===== src/rtl/esync_pkg.sv =====
// Shared types and defaults for the out-of-synch monitor.
// The lock state enum is 2 bits wide so that state registers stay compact,
// and cnt_width() sizes counters that must hold values up to WINDOW.
package esync_pkg;

    typedef enum logic [1:0] {
        HUNT    = 2'b00,
        LOCK    = 2'b01,
        SUSPECT = 2'b10
    } esync_state_t;

    localparam int DEF_METRIC_W  = 3;
    localparam int DEF_STAGE_W   = 4;
    localparam int DEF_MIN_STAGE = 3;
    localparam int DEF_WINDOW    = 16;
    localparam int DEF_ERR_LIMIT = 4;
    localparam int DEF_GOOD_WIN  = 2;
    localparam int DEF_NPHASE    = 2;

    // Number of bits needed to hold any count from 0 to window inclusive.
    function automatic int cnt_width(input int window);
        return $clog2(window + 1);
    endfunction

endpackage


===== src/rtl/esync_window.sv =====
// Qualified-sample window counter for the out-of-synch monitor.
// Counts qualified samples into fixed-size windows and counts bad samples
// in each window, saturating at the error limit. On the sample that closes
// a window it raises close for that cycle, and fail alongside it when the
// window (closing sample included) reached the error limit.
module esync_window
    import esync_pkg::*;
#(
    parameter int WINDOW    = DEF_WINDOW,
    parameter int ERR_LIMIT = DEF_ERR_LIMIT
) (
    input  logic clock,
    input  logic reset,
    input  logic clear,
    input  logic sample,
    input  logic bad,
    output logic close,
    output logic fail
);

    localparam int CW = cnt_width(WINDOW);
    localparam logic [CW-1:0] LAST_IDX  = CW'(WINDOW - 1);
    localparam logic [CW-1:0] LIMIT_VAL = CW'(ERR_LIMIT);

    logic [CW-1:0] win_cnt;
    logic [CW-1:0] bad_cnt;
    logic [CW-1:0] bad_next;

    // Bad count including the current sample, so the closing sample itself
    // contributes to the verdict; saturates once the limit is reached.
    always_comb begin
        bad_next = bad_cnt;
        if (sample && bad && (bad_cnt != LIMIT_VAL)) begin
            bad_next = bad_cnt + CW'(1);
        end
        close = sample && (win_cnt == LAST_IDX);
        fail  = close && (bad_next >= LIMIT_VAL);
    end

    // Window position and bad count; both restart at every window close,
    // on clear, and on reset. Non-qualified cycles hold the counters.
    always_ff @(posedge clock or negedge reset) begin
        if (!reset) begin
            win_cnt <= '0;
            bad_cnt <= '0;
        end else if (clear) begin
            win_cnt <= '0;
            bad_cnt <= '0;
        end else if (sample) begin
            if (close) begin
                win_cnt <= '0;
                bad_cnt <= '0;
            end else begin
                win_cnt <= win_cnt + CW'(1);
                bad_cnt <= bad_next;
            end
        end
    end

endmodule


===== src/rtl/esync_monitor.sv =====
// Out-of-synch monitor for the Viterbi decoder family.
// Watches the normalised best-path metric on each accepted write, counts
// bad samples per window, and runs a HUNT/LOCK/SUSPECT lock machine. Each
// failed window in HUNT, and a second consecutive failure once locked,
// advances the symbol-phase hypothesis and pulses resync so the
// depuncture/branch-alignment logic can try the next phase.
module esync_monitor
    import esync_pkg::*;
#(
    parameter int METRIC_W  = DEF_METRIC_W,
    parameter int STAGE_W   = DEF_STAGE_W,
    parameter int MIN_STAGE = DEF_MIN_STAGE,
    parameter int WINDOW    = DEF_WINDOW,
    parameter int ERR_LIMIT = DEF_ERR_LIMIT,
    parameter int GOOD_WIN  = DEF_GOOD_WIN,
    parameter int NPHASE    = DEF_NPHASE
) (
    input  logic                      clock,
    input  logic                      reset,
    input  logic                      sync_clr,
    input  logic                      we,
    input  logic [STAGE_W-1:0]        stage,
    input  logic [METRIC_W-1:0]       metric,
    input  logic [METRIC_W-1:0]       thresh,
    output logic                      error,
    output logic                      locked,
    output logic                      resync,
    output logic [$clog2(NPHASE)-1:0] phase,
    output logic [7:0]                resync_cnt
);

    localparam int PW = $clog2(NPHASE);
    localparam int GW = cnt_width(GOOD_WIN);
    localparam logic [STAGE_W-1:0] MIN_STAGE_VAL = STAGE_W'(MIN_STAGE);
    localparam logic [PW-1:0]      LAST_PHASE    = PW'(NPHASE - 1);
    localparam logic [GW-1:0]      GOOD_LAST     = GW'(GOOD_WIN - 1);

    esync_state_t  state_q;
    esync_state_t  state_next;
    logic [GW-1:0] good_cnt;
    logic [GW-1:0] good_next;
    logic [PW-1:0] phase_next;
    logic          advance;
    logic          qualified;
    logic          bad;
    logic          win_close;
    logic          win_fail;

    // Samples before the trellis has filled are ignored; a bad sample is a
    // qualified one whose metric strictly exceeds the threshold.
    always_comb begin
        qualified = we && (stage >= MIN_STAGE_VAL);
        bad       = qualified && (metric > thresh);
    end

    esync_window #(
        .WINDOW    (WINDOW),
        .ERR_LIMIT (ERR_LIMIT)
    ) u_window (
        .clock  (clock),
        .reset  (reset),
        .clear  (sync_clr),
        .sample (qualified),
        .bad    (bad),
        .close  (win_close),
        .fail   (win_fail)
    );

    // Lock machine next state; it only moves on a window close. A phase
    // advance is requested on any failure that leaves (or keeps) us in HUNT.
    always_comb begin
        state_next = state_q;
        good_next  = good_cnt;
        advance    = 1'b0;
        if (win_close) begin
            case (state_q)
                HUNT: begin
                    if (win_fail) begin
                        advance   = 1'b1;
                        good_next = '0;
                    end else if (good_cnt == GOOD_LAST) begin
                        state_next = LOCK;
                        good_next  = '0;
                    end else begin
                        good_next = good_cnt + GW'(1);
                    end
                end
                LOCK: begin
                    if (win_fail) begin
                        state_next = SUSPECT;
                    end
                end
                SUSPECT: begin
                    if (win_fail) begin
                        state_next = HUNT;
                        advance    = 1'b1;
                        good_next  = '0;
                    end else begin
                        state_next = LOCK;
                    end
                end
                default: begin
                    state_next = HUNT;
                    good_next  = '0;
                end
            endcase
        end
        phase_next = phase;
        if (advance) begin
            phase_next = (phase == LAST_PHASE) ? '0 : phase + PW'(1);
        end
    end

    // Lock state and passing-window count; sync_clr restarts the hunt.
    always_ff @(posedge clock or negedge reset) begin
        if (!reset) begin
            state_q  <= HUNT;
            good_cnt <= '0;
        end else if (sync_clr) begin
            state_q  <= HUNT;
            good_cnt <= '0;
        end else begin
            state_q  <= state_next;
            good_cnt <= good_next;
        end
    end

    // Registered outputs: per-sample error flag, one-cycle resync pulse,
    // phase hypothesis and a saturating count of resync requests.
    always_ff @(posedge clock or negedge reset) begin
        if (!reset) begin
            error      <= 1'b0;
            resync     <= 1'b0;
            phase      <= '0;
            resync_cnt <= '0;
        end else if (sync_clr) begin
            error      <= 1'b0;
            resync     <= 1'b0;
            phase      <= '0;
            resync_cnt <= '0;
        end else begin
            error  <= bad;
            resync <= advance;
            phase  <= phase_next;
            if (advance && (resync_cnt != 8'hFF)) begin
                resync_cnt <= resync_cnt + 8'd1;
            end
        end
    end

    // Locked is a pure decode of the registered state, so it changes on the
    // same edge as phase and resync.
    assign locked = (state_q != HUNT);

endmodule


===== config.mk =====
export PLATFORM = sky130hd
export DESIGN_NAME = esync_monitor
export DESIGN_NICKNAME = d
export VERILOG_FILES = /design/src/rtl/esync_pkg.sv /design/src/rtl/esync_window.sv /design/src/rtl/esync_monitor.sv
export SDC_FILE = /design/constraint.sdc
export NUM_CORES = 1
export LEC_CHECK = 0
export ABC_AREA = 1
export CAP_MARGIN = 25
export CORE_UTILIZATION = 45
export DETAILED_ROUTE_END_ITERATION = 6
export PLACE_DENSITY = 0.78
export RECOVER_POWER = 100
export SYNTH_ARGS = -nofsm -noshare
export SYNTH_HDL_FRONTEND = slang
export SYNTH_SLANG_ARGS = --single-unit

===== constraint.sdc =====
create_clock -name clock -period 5.11 [get_ports clock]
set_clock_uncertainty 0.05 [all_clocks]
set_input_delay 1.533 -clock clock [delete_from_list [all_inputs] [get_ports clock]]
set_output_delay 1.533 -clock clock [all_outputs]
set_load 0.01 [all_outputs]

==> summary.txt, run 1 <==
Clock network
  – TritonCTS Buffers: 3
  – Clock root cell: clkbuf_4
  – Postcts setup bufs: 0
  – Clock-pin slew on the worst setup and hold paths: around 0.13 ns
  – Post-CTS resize count: 0
  – Hold-fix buffers at CTS: 0
  – Clock Path Buffers: 2
  – Htree depth: 1
  – Skew-Pair Late Insertion Delay: 0.32 ns
  – Clk sinks: 25
  – CTS tree: done

Drt
  – Pre-antenna DRT Iters: 4
  – Iter 0 DRT Violations: 15
  – DRC: 0
  – Via density: about 4.8
  – Drt wl/cell: ~11 um
  – Routed Antenna Nets: 0
  – Final wirelength: 2.91 mm
  – DR vias: between 1000 and 1500

Placed design
  – Number of I/O port buffers: 25
  – Post-DP HPWL: between 2 and 2.5 mm
  – RD Place Congestion: ~0.77

STA
  – Fin Setup TNS: 0 ns
  – Pins Over Slew Limit: 0
  – Fmax: between 200 and 300 MHz
  – Fin crit share: around three quarters
  – Slew HR: 52.9%
  – Final Hold Violating Endpoints: 0
  – Unrepaired setup endpoints after global routing: no
  – Worst Hold Slack: ~0.44 ns
  – Period minus WS final: 3.82 ns
  – Worst-Margin Slew: just over 0.7 ns
  – Final setup vio count: 0

Cells and area
  – Most frequent cells in the layout: nand2_1 (43), inv_1 (27), dfrtp_1 (25)
  – # fillers: between 300 and 400
  – Most common cell after layout, fill and taps aside: nand2_1
  – Diodes inserted: 0
  – Fin nets: about 250
  – Synthesis-to-layout area growth: 16.4%
  – Layout cells sized above 1: under 10%

Floorplan
  – Die Ht: 61.5 um
  – Core area: about 3400 sq um
  – Initial Util: between 40 and 50%
  – Ports: 26
  – Row count: 21
  – Die area: between 3000 and 4000 sq um
  – Chip width: 61.5 um

Worst setup path
  – Critical Path Most Common Cell: nand2_1
  – CP startpoint kind: input port
  – Slowest-stage cell, CP: dlygate4sd3_1
  – CP arrival: 3.98 ns
  – Reg2Reg Launch Point: u_window.bad_cnt[0]
  – Worst setup path startpoint: thresh[2]
  – Critical path class: input port to flip-flop
  – Slowest stage delay, CP: between 0.5 and 0.6 ns
  – CP required: roughly 5.3 ns
  – Max FO, Critical Path: 13
  – Endpoint type of the worst setup path: flip-flop
  – Reg2Reg Setup Slack: 2.88 ns
  – Worst-path cell chain: dlygate4sd3_1 -> inv_1 -> ha_1 -> nand2_1 -> nor2_2 -> nor2_1 -> nor2_8 -> nand2_1 -> o21ai_0 -> nand2_4 -> nand4_1 -> nand2_4 -> nand2_1 -> o21ai_0

Job
  – Max-Cap Viols: 0

GRT
  – First-pass GRT wire length: around 4.8 mm
  – Initial antenna violation count: 0
  – Gr usage total: 17.5%
  – Overflow after GRT: 0
  – Vias in the first global route: about 1200
  – Largest net degree at the start of global routing: 19

Power and ir drop
  – Pwr Total: roughly 440 uW
  – Power Density: between 200 and 250 nW/um^2
  – Leakage Power: around 0.92 nW
  – Max VDD drop: 0.201 mV

Synth
  – Mapped Cells: ~200
  – Distinct cells, synth: 30
  – Register area share after synthesis: approximately two fifths
  – Seq cells post-synth: 25
  – Yosys warns: 0
  – Synth Cell Area: 1590 sq um
  – Synthesized area per cell: 8.17 sq um
  – Synth Net Count: 216

Hold path
  – Hold Startpoint: good_cnt[1]
  – Hold WC Path Type: flip-flop to flip-flop

Outcome
  – Status: completed
## logic make-up (layout without fill, tap and decap cells)
family / Yosys count / count (layout) / share of synthesized area [%]
flip-flops: 25 / 25 / 39.3
adder cells (fa/ha/maj): 7 / 7 / 5.50
AND/OR/NAND/NOR: 105 / 105 / 33.9
buffers and inverters: 31 / 59 / 7.78
XOR/XNOR: 10 / 10 / 5.50
AO/OA/AOI/OAI: 17 / 17 / 8.01
## routing by layer
layer	vias to the layer above	GRT usage, %	wire, um
met5	-	0	0
li1	676	-	-
met3	5	2.94	176
met4	0	7.62	48
met1	579	21.3	1390
met2	31	30.3	1300
## report_power, final
group	internal (mW)	switching [mW]	total, mW	leakage (nW)
Sequential	0.213	0.0181	0.231	0.342
Combinational	0.0507	0.0695	0.120	0.563
Clock	0.0306	0.0578	0.0884	0.0150
Total	0.294	0.145	0.440	0.921
## area by class of cell
cell class              instances  area, sq um  area share [%]
clock buffers                   4         26.3            1.42
inverters                      28          105            5.67
multi-input cells             139          782            42.2
flip-flops and latches         25          626            33.7
well taps                      46         57.6            3.10
repair buffers                 27          258            13.9
## final timing paths
| check | endpoint | depth (start not counted) |
|---|---|---|
| worst max register to register | resync_cnt[3] | 10 |
| worst min register to register | good_cnt[1] | 2 |
| worst max-delay path | resync_cnt[3] | 14 |
| max in group asynchronous | resync_cnt[3] | 3 |
| worst min-delay path | good_cnt[1] | 2 |
| min in group asynchronous | u_window.win_cnt[3] | 1 |
## state kept, by name, summed over array words and instances, names as in the netlist
name,flops
resync_cnt,8
u_window.bad_cnt,5
u_window.win_cnt,5
good_cnt,2
state_q,2
error,1
phase,1
resync,1
## cell usage after synthesis (all sizes together)
library cell | number | area share [%]
nand2 | 47 | 13
inv | 28 | 6.6
nor2 | 27 | 8.6
dfrtp | 25 | 39
nand3 | 18 | 6.0
o21ai | 11 | 5.1
xor2 | 9 | 4.9
ha | 7 | 5.5
nor3 | 6 | 1.9
nand4 | 3 | 2.1
nor3b | 3 | 1.4
a211oi | 2 | 0.94
clkbuf | 2 | 0.47
a21boi | 1 | 0.71
a21oi | 1 | 0.31
buf | 1 | 0.71
nand3b | 1 | 0.47
o211ai | 1 | 0.47
o31ai | 1 | 0.47
xnor2 | 1 | 0.55
## metrics by stage
| step | std cells | setup slack (ns) | cell area, sq um | utilization [%] |
|---|---|---|---|---|
| 2_1_floorplan | 195 | 1.96 | 1590 | - |
| 3_3_place_gp | 264 | 1.45 | 1890 | 56.2 |
| 3_5_place_dp | 265 | 1.40 | 1900 | 56.6 |
| 4_1_cts | 269 | 1.77 | 1930 | 57.4 |
| 5_1_grt | 269 | 1.03 | 1850 | 55.1 |
| 6_report | 269 | 1.29 | 1850 | 55.1 |
## critical path, delay by kind of cell
kind	cells	cell delay, ns
fa+ha+maj	1	0.30
compound gates	2	0.54
buf+inv	2	0.56
simple gates	9	1.04
Power figures use the tool's default switching activity.
==> inputs of run 2 (changes only) <==
--- a/config.mk
+++ b/config.mk
@@ -9,7 +9,7 @@
 export CAP_MARGIN = 25
 export CORE_UTILIZATION = 45
 export DETAILED_ROUTE_END_ITERATION = 6
-export PLACE_DENSITY = 0.78
+export PLACE_DENSITY = 0.81
 export RECOVER_POWER = 100
 export SYNTH_ARGS = -nofsm -noshare
 export SYNTH_HDL_FRONTEND = slang
==> constraint.sdc (replaced) <==
create_clock -name clock -period 3.3 [get_ports clock]
set_clock_uncertainty 0.05 [all_clocks]
set_input_delay 0.99 -clock clock [delete_from_list [all_inputs] [get_ports clock]]
set_output_delay 0.99 -clock clock [all_outputs]
set_load 0.01 [all_outputs]
==> summary.txt, run 2 (synthesis results as in run 1) <==
Outcome
  – Status: completed

Worst setup path
  – CP arrival: 3.11 ns (-0.87 ns)
  – CP required: 3.50 ns (-1.77 ns)
  – Max FO, Critical Path: 13 (unchanged)
  – Critical path class: input port to flip-flop
  – Endpoint type of the worst setup path: flip-flop
  – CP startpoint kind: input port

STA
  – Period minus WS final: between 2 and 3 ns
  – Final setup vio count: 0 (unchanged)
  – Slew HR: 11.8% (-41 points)
  – Fin crit share: between 80% and 90%
  – Final Hold Violating Endpoints: 0 (unchanged)
  – Unrepaired setup endpoints after global routing: no
  – Pins Over Slew Limit: 0 (unchanged)
  – Fmax: 343 MHz
  – Worst-Margin Slew: 1.32 ns (+0.620 ns)
  – Fin Setup TNS: 0 ns (unchanged)

Floorplan
  – Row count: 21 (unchanged)
  – Initial Util: 47.4% (unchanged)
  – Chip width: 61.5 um (unchanged)
  – Core area: 3360 sq um (unchanged)
  – Die Ht: 61.5 um (unchanged)
  – Ports: 26 (unchanged)
  – Die area: 3780 sq um (unchanged)

GRT
  – First-pass GRT wire length: 4.89 mm (+1.3%)
  – Vias in the first global route: 1206 (+3.1%)
  – Overflow after GRT: 0 (unchanged)
  – Initial antenna violation count: 0 (unchanged)
  – Gr usage total: 17.6% (+0.10 points)
  – Largest net degree at the start of global routing: 26 (+7)

Power and ir drop
  – Combinational Power Share: 28.2% (+0.9 points)
  – Int Pwr: 458 uW (+56%)
  – Sequential share of power: 52.2% (-0.4 points)
  – Clock power frac: 19.6% (-0.5 points)
  – Max VDD drop: 0.247 mV (+23%)
  – Switch share: 33.5% (+0.39 points)
  – Psw: 230 uW (+58%)
  – Leakage Power: 0.927 nW (+0.73%)
  – Power Density: 365 nW/um^2 (+54%)

Clock network
  – TritonCTS Buffers: 3 (unchanged)
  – Post-CTS resize count: 0 (unchanged)
  – CTS tree: done
  – Htree depth: 1 (unchanged)
  – Clk sinks: 25 (unchanged)
  – Skew-Pair Late Insertion Delay: 0.31 ns (about the same)
  – Clock Path Buffers: 2 (unchanged)
  – Postcts setup bufs: 0 (unchanged)
  – Hold-fix buffers at CTS: 0 (unchanged)
  – Clock-pin slew on the worst setup and hold paths: 0.13 ns (about the same)
  – Clock root cell: clkbuf_4

Drt
  – Iter 0 DRT Violations: 20 (+5)
  – Drt wl/cell: 11.0 um (+1.4%)
  – DR vias: 1306 (+1.2%)
  – Routed Antenna Nets: 0 (unchanged)
  – Pre-antenna DRT Iters: 4 (unchanged)
  – Final wirelength: 2.95 mm (+1.4%)
  – Via density: 4.86 (+1.2%)
  – DRC: 0 (unchanged)

Job
  – Max-Cap Viols: 0 (unchanged)

Cells and area
  – Fin nets: 245 (unchanged)
  – Layout Utilization: 56.1% (+0.97 points)
  – Synthesis-to-layout area growth: 18.5%
  – Largest registers: resync_cnt (8), u_window.bad_cnt (5), u_window.win_cnt (5)
  – Largest register FFs: 8 (unchanged)
  – Biggest register: resync_cnt
  – Non-filler cells, final: 269 (unchanged)
  – Most frequent cells in the layout: nand2_1 (41), inv_1 (27), dfrtp_1 (25)
  – Most common cell after layout, fill and taps aside: nand2_1
  – Layout cells sized above 1: 8.52% (+1.8 points)
  – Diodes inserted: 0 (unchanged)

Placed design
  – RD Place Congestion: 0.757 (-1.4%)
  – Post-DP HPWL: 2.27 mm (+0.51%)
  – Number of I/O port buffers: 25 (unchanged)
  – Cell total after placement: 265 (unchanged)

Hold path
  – Hold WC Path Type: flip-flop to flip-flop
run 2: changes by cell type in the layout (fill, tap and decap cells not counted):
cell | before | now
nand2_1 | 43 | 41
a21boi_0 | 1 | 0
a21boi_2 | 0 | 1
clkinv_1 | 0 | 1
inv_2 | 1 | 0
nand2_2 | 2 | 3
nand2_4 | 2 | 3
nand4_1 | 3 | 2
nand4_4 | 0 | 1
o21ai_0 | 8 | 7
o21ai_2 | 3 | 4
run 2: area by class of cell:
type / count / area, sq um
clock buffers: 4 / 26.3
fillers: 357 / 1480
inverters: 28 / 105
multi-input cells: 139 / 815
flip-flops and latches: 25 / 626
well taps: 46 / 57.6
repair buffers: 27 / 258
run 2: through the flow:
stage	area [sq um]	total power [mW]	worst slack (ns)	hold slack [ns]
6_report	1890	0.688	0.389	0.443
5_1_grt	1890	0.733	0.155	0.504
4_1_cts	1920	0.705	0.471	0.446
3_5_place_dp	1900	0.567	0.120	0.413
3_3_place_gp	1900	0.563	0.191	0.404
2_1_floorplan	1590	0.496	0.696	0.387
run 2: layer usage:
| layer | global-route usage (%) | up-vias | share of wire, % | wire (um) |
|---|---|---|---|---|
| met5 | 0 | - | 0 | 0 |
| met4 | 8.89 | 0 | 2.5 | 73 |
| met3 | 2.31 | 6 | 4.4 | 130 |
| met2 | 31.0 | 30 | 47 | 1390 |
| met1 | 20.8 | 589 | 46 | 1360 |
| li1 | - | 681 | - | - |
run 2: worst paths after layout:
kind	start	endpoint	slack [ns]	depth (start not counted)
min reg2reg	good_cnt[1]	good_cnt[1]	0.44	2
min	good_cnt[1]	good_cnt[1]	0.44	2
max	thresh[2]	resync_cnt[3]	0.39	16
min in group asynchronous	reset	good_cnt[1]	1.42	2
max in group asynchronous	reset	resync_cnt[4]	1.01	2
max reg2reg	u_window.win_cnt[0]	good_cnt[1]	1.31	8
run 2: worst max-delay path, cell delays in order:
cell and delay (ns):
clkdlybuf4s50_1 0.46, inv_1 0.04, ha_1 0.30, nand2_1 0.07
nand2_1 0.05, nor2_1 0.28, nor2_8 0.08, nand2_4 0.10
nand2_2 0.05, nand2_1 0.11, nor2_4 0.05, nand2_4 0.08
nand4_4 0.10, nand2_4 0.19, nand2_1 0.07, o21ai_0 0.07
run 2: power by group through the flow:
stage | logic, mW | registers (mW) | clock network, mW
after global placement | 0.200 | 0.363 | 0
after global routing | 0.224 | 0.363 | 0.146
after floorplan | 0.137 | 0.358 | 0
final | 0.194 | 0.359 | 0.135
after detailed placement | 0.203 | 0.365 | 0
after CTS | 0.204 | 0.359 | 0.142
==> variant 1 (settings of run 2) <==
Encoding of `esync_state_t`: now one-hot (3 bits for 3 states).
--- a/src/rtl/esync_pkg.sv
+++ b/src/rtl/esync_pkg.sv
@@ -5,6 +5,6 @@
 
-    typedef enum logic [1:0] {
-        HUNT    = 2'b00,
-        LOCK    = 2'b01,
-        SUSPECT = 2'b10
+    typedef enum logic [2:0] {
+        HUNT    = 3'b001,
+        LOCK    = 3'b010,
+        SUSPECT = 3'b100
     } esync_state_t;
Check against the original RTL: no difference found for any inputs over 10 cycles, from zero or initial values and one cycle with reset low; not proved beyond that.
==> variant 1 against run 2 <==
Register-to-register slack improved by 0.04 ns; worst setup slack got worse by 0.085 ns; routed wire length increased by 5.9%; sequential cell count increased by 1; global-route usage increased by 0.067 points; fmax decreased by 2.8%; largest power group unchanged; power increased by 23%; design area increased by 7.0%; synthesized area increased by 4.0%.
==> variant 1: results (changes against run 2) <==
qor: route.wl_met1 1.523 mm [+12%]
qor: route.detailroute.wirelength.met2 1.526 mm [+9.5%]
qor: route.met3_wirelength 78 um [-40%]
qor: critical_path.r2r_start u_window.bad_cnt[0]
qor: critical_path.rr_endpoint resync_cnt[7]
qor: power_and_ir_drop.power_dens_cells 419.4 nW/um2 [+15%]
qor: power_and_ir_drop.power_report.internal_total 0.0005952 W [+30%]
qor: global_routing.grt_max_degree 27 [+3.8%]
qor: layout.n_fill_cell 303 [-15%]
qor: placed_design.dp.final_hpwl 2.433 mm [+7.3%]
qor: critical_path.setup.reg_to_reg.worst_slack 1.35 ns [+0.04 ns]
qor: global_routing.wire_length_of_the_first_global_routing_pass 5.706 mm [+17%]
qor: route.wl 3.128 mm [+5.9%]
qor: clock_network.worstSkewPairLatency 0.27 ns [-0.04 ns]
qor: global_routing.routing_usage_on_met2 30.57% [-0.46 points]
qor: placed_design.preCtsSetupSlack 0.1093 ns [-0.01027 ns]
qor: power_and_ir_drop.pwr-share-comb 25.2% [-3.0 points]
qor: sta.worst-slew-pin-transition 1.377 ns [+0.05392 ns]
qor: run_status.outcome finished clean
qor: power_and_ir_drop.ir_drop 219.3 uV [-11%]
qor: critical_path.critical_path.max_fanout 9 [-4]
qor: power_and_ir_drop.power_leakage 1.003 nW [+8.2%]
qor: route.initialDrtViolationCount 54 [+170%]
qor: layout.design.final.nets 248 [+1.2%]
qor: logic_synthesis.yosys.cell_types.count 31 [+3.3%]
qor: route.top_layer_used met3
qor: clock_network.clk_pin_slew_worst_paths 0.09 ns [-0.04 ns]
qor: sta.slew_headroom 8.181% [-3.6 points]
## variant 1: cell types whose count changed after synthesis, sizes merged, moves of 2 or more
| cell | run 2 | this run |
|---|---|---|
| a21oi | 1 | 3 |
| inv | 28 | 21 |
| xor2 | 9 | 11 |
| nor2 | 27 | 23 |
| nand2 | 47 | 50 |
| nand3 | 18 | 29 |
| o21ai | 11 | 6 |
| nor3 | 6 | 4 |
| nand4 | 3 | 7 |
## variant 1: cells by family (layout without fill, tap and decap cells)
family	Yosys count	after routing	synth area share, %
and+or+nand+nor	116	116	39.05
DFF	26	26	39.35
buffers and inverters	24	53	5.513
AOI/OAI and AO/OA	13	13	4.985
xor gates and xnor gates	11	11	5.816
adders and majority gates	7	7	5.287
## variant 1: area by class of cell
type	instances	share of cell area, %
flip-flops and latches	26	32.28
repair buffers	28	13.32
well taps	46	2.850
inverters	21	3.903
clock buffers	3	2.045
multi-input cells	147	44.11
clock inverters	1	1.487
==> variant 2 (config.mk and constraints of run 2) <==
Without the edit above. Set the package constant `DEF_GOOD_WIN` to 1 (it was 2).
--- a/src/rtl/esync_pkg.sv
+++ b/src/rtl/esync_pkg.sv
@@ -16,3 +16,3 @@
     localparam int DEF_ERR_LIMIT = 4;
-    localparam int DEF_GOOD_WIN  = 2;
+    localparam int DEF_GOOD_WIN  = 1;
     localparam int DEF_NPHASE    = 2;
Formal check against the unedited RTL: no difference found for any inputs over 10 cycles, from zero or initial values and one cycle with reset low; that may be too few to reach the edited logic, so the function may still have changed.
==> variant 2 against run 2 <==
Fmax decreased by 1.3%; routed wire length decreased by 6.0%; worst setup slack got worse by 0.039 ns; design area decreased by 6.6%; cell count decreased by 6.3%; synthesized area decreased by 7.7%; sequential cell count decreased by 2; via count decreased by 7.9%; die area decreased by 7.5%; largest cell class unchanged.
Power is not compared: it rests on default switching activity, and its combinational part moved more than twofold at a synthesized area within 25%.
==> variant 2: results (changes against run 2) <==
qor: route.firstDrtPassIters 5 [+1]
qor: hold_path.worst_hold_startpoint phase
qor: layout.multi_input_gates 132 [-5.0%]
qor: route.viasPerCell 4.774 [-1.7%]
qor: critical_path.critical_path.max_fanout 9 [-4]
qor: logic_synthesis.synth.net_count 201 [-6.9%]
qor: route.initialDrtViolationCount 37 [+85%]
qor: hold_path.hold_end phase
qor: layout.non_clock_inverter_count 22 [-21%]
qor: global_routing.wire_length_of_the_first_global_routing_pass 5.043 mm [+3.2%]
qor: sta.slew_headroom 18.38% [+6.6 points]
qor: hold_path.timing.hold.worst_path_depth 1 [-1]
qor: layout.multi_input_area_share 43.15% [about the same]
qor: logic_synthesis.yosys-top-cells-count sky130_fd_sc_hd__nand2_1 (41), sky130_fd_sc_hd__dfrtp_1 (23), sky130_fd_sc_hd__nand3_1 (22)
qor: placed_design.placement.cell_area 1762 um2 [-7.1%]
qor: critical_path.setup.reg_to_reg.worst_slack 1.45 ns [+0.14 ns]
qor: layout.design.final.nets 230 [-6.1%]
qor: placed_design.dp.final_hpwl 2.149 mm [-5.3%]
qor: critical_path.cp_slowest_stage_delay 0.53 ns [+0.07 ns]
qor: critical_path.rr_endpoint resync_cnt[6]
qor: logic_synthesis.ys_seq_elements 23 [-8.0%]
qor: logic_synthesis.yosys.cell_types.count 27 [-10%]
qor: global_routing.routing_usage_on_met2 31.17% [+0.14 points]
qor: critical_path.r2r_start u_window.bad_cnt[0]
qor: layout.signal_buffer_area_fraction 14.83% [+1.2 points]
qor: critical_path.crit_path_top_delay_cell sky130_fd_sc_hd__dlygate4sd3_1
qor: global_routing.vias_in_the_first_global_route 1215 [+0.75%]
qor: placed_design.place.gp.congestion 0.7778 [+2.8%]
qor: logic_synthesis.synth.yosys.seq_area_share 39.15% [-0.13 points]
qor: layout.layout-drive-gt1-share 8.173% [-0.35 points]
qor: clock_network.clk_path_buf_depth 2 [unchanged]
qor: critical_path.cp.arrival 3.16 ns [+0.05 ns]
qor: layout.layout.clock.cell_area_share 1.561% [+0.17 points]
qor: layout.n_fill_cell 280 [-22%]
qor: global_routing.grtUsageTotal 19.22% [+1.7 points]
qor: critical_path.reg2reg_depth 12 [+4]
qor: clock_network.cts_inserted_buffers 3 [unchanged]
qor: global_routing.globalRouteMet3Util 3.930% [+1.6 points]
qor: power_and_ir_drop.clock_group_share_of_total_power 25.1%
qor: layout.sequential_cell_area 575.6 um2 [-8.0%]
qor: global_routing.grt_max_degree 24 [-7.7%]
qor: run_status.outcome finished clean
qor: floorplanning.placeableCoreArea 3078 um2 [-8.5%]
qor: logic_synthesis.synth.area.top_cells sky130_fd_sc_hd__dfrtp_1 (39%), sky130_fd_sc_hd__nand2_1 (10%), sky130_fd_sc_hd__nand3_1 (7.5%)
qor: route.routed_wire_length_per_instance 11.02 um [+0.39%]
qor: global_routing.grt_use_met1 24.76% [+4.0 points]
## variant 2: cell count changes in the layout (fill, tap and decap cells not counted), moves of 2 or more
cell,change
sky130_fd_sc_hd__dfrtp_1,-2
sky130_fd_sc_hd__inv_1,-7
sky130_fd_sc_hd__nor3b_1,-3
sky130_fd_sc_hd__nand2_2,-3
sky130_fd_sc_hd__inv_2,+2
sky130_fd_sc_hd__clkbuf_1,-2
sky130_fd_sc_hd__nand3_4,+2
sky130_fd_sc_hd__nand3_1,+5
sky130_fd_sc_hd__nand2_1,+6
sky130_fd_sc_hd__o21ai_2,-3
sky130_fd_sc_hd__nor2_1,-5
sky130_fd_sc_hd__o21ai_0,-4
## variant 2: cell families after synthesis
group / share of synthesized area (%)
AO/OA/AOI/OAI: 3.489
XOR/XNOR: 6.554
adder cells (fa/ha/maj): 5.957
buffers and inverters: 7.574
flip-flops: 39.15
AND/OR/NAND/NOR: 37.28
## variant 2: stage by stage
stage / worst slack, ns / hold WS (ns) / instances / utilization (%)
CTS: 0.5167 / 0.4587 / 252 / 58.13
global placement: 0.2371 / 0.4333 / 248 / 57.24
detailed placement: 0.1636 / 0.4370 / 248 / 57.24
floorplan: 0.8280 / 0.4181 / 180 / -
finish: 0.3498 / 0.4556 / 252 / 57.28
global route: 0.1964 / 0.4729 / 252 / 57.28
## variant 2: per-layer routing
metal	share of wire, %	wire length, um	vias up
met5	0	0	-
met4	1.1	31	0
met3	1.8	49	2
met2	48	1326	13
met1	49	1370	558
li1	-	-	630
## variant 2: worst max path at each step
stage	cells past startpoint	start	endpoint
CTS	15	thresh[2]	resync_cnt[6]
global placement	15	thresh[2]	resync_cnt[6]
finish	16	thresh[2]	resync_cnt[6]
global route	17	thresh[2]	state_q[0]
floorplan	14	thresh[2]	resync_cnt[4]
detailed placement	15	thresh[2]	resync_cnt[6]
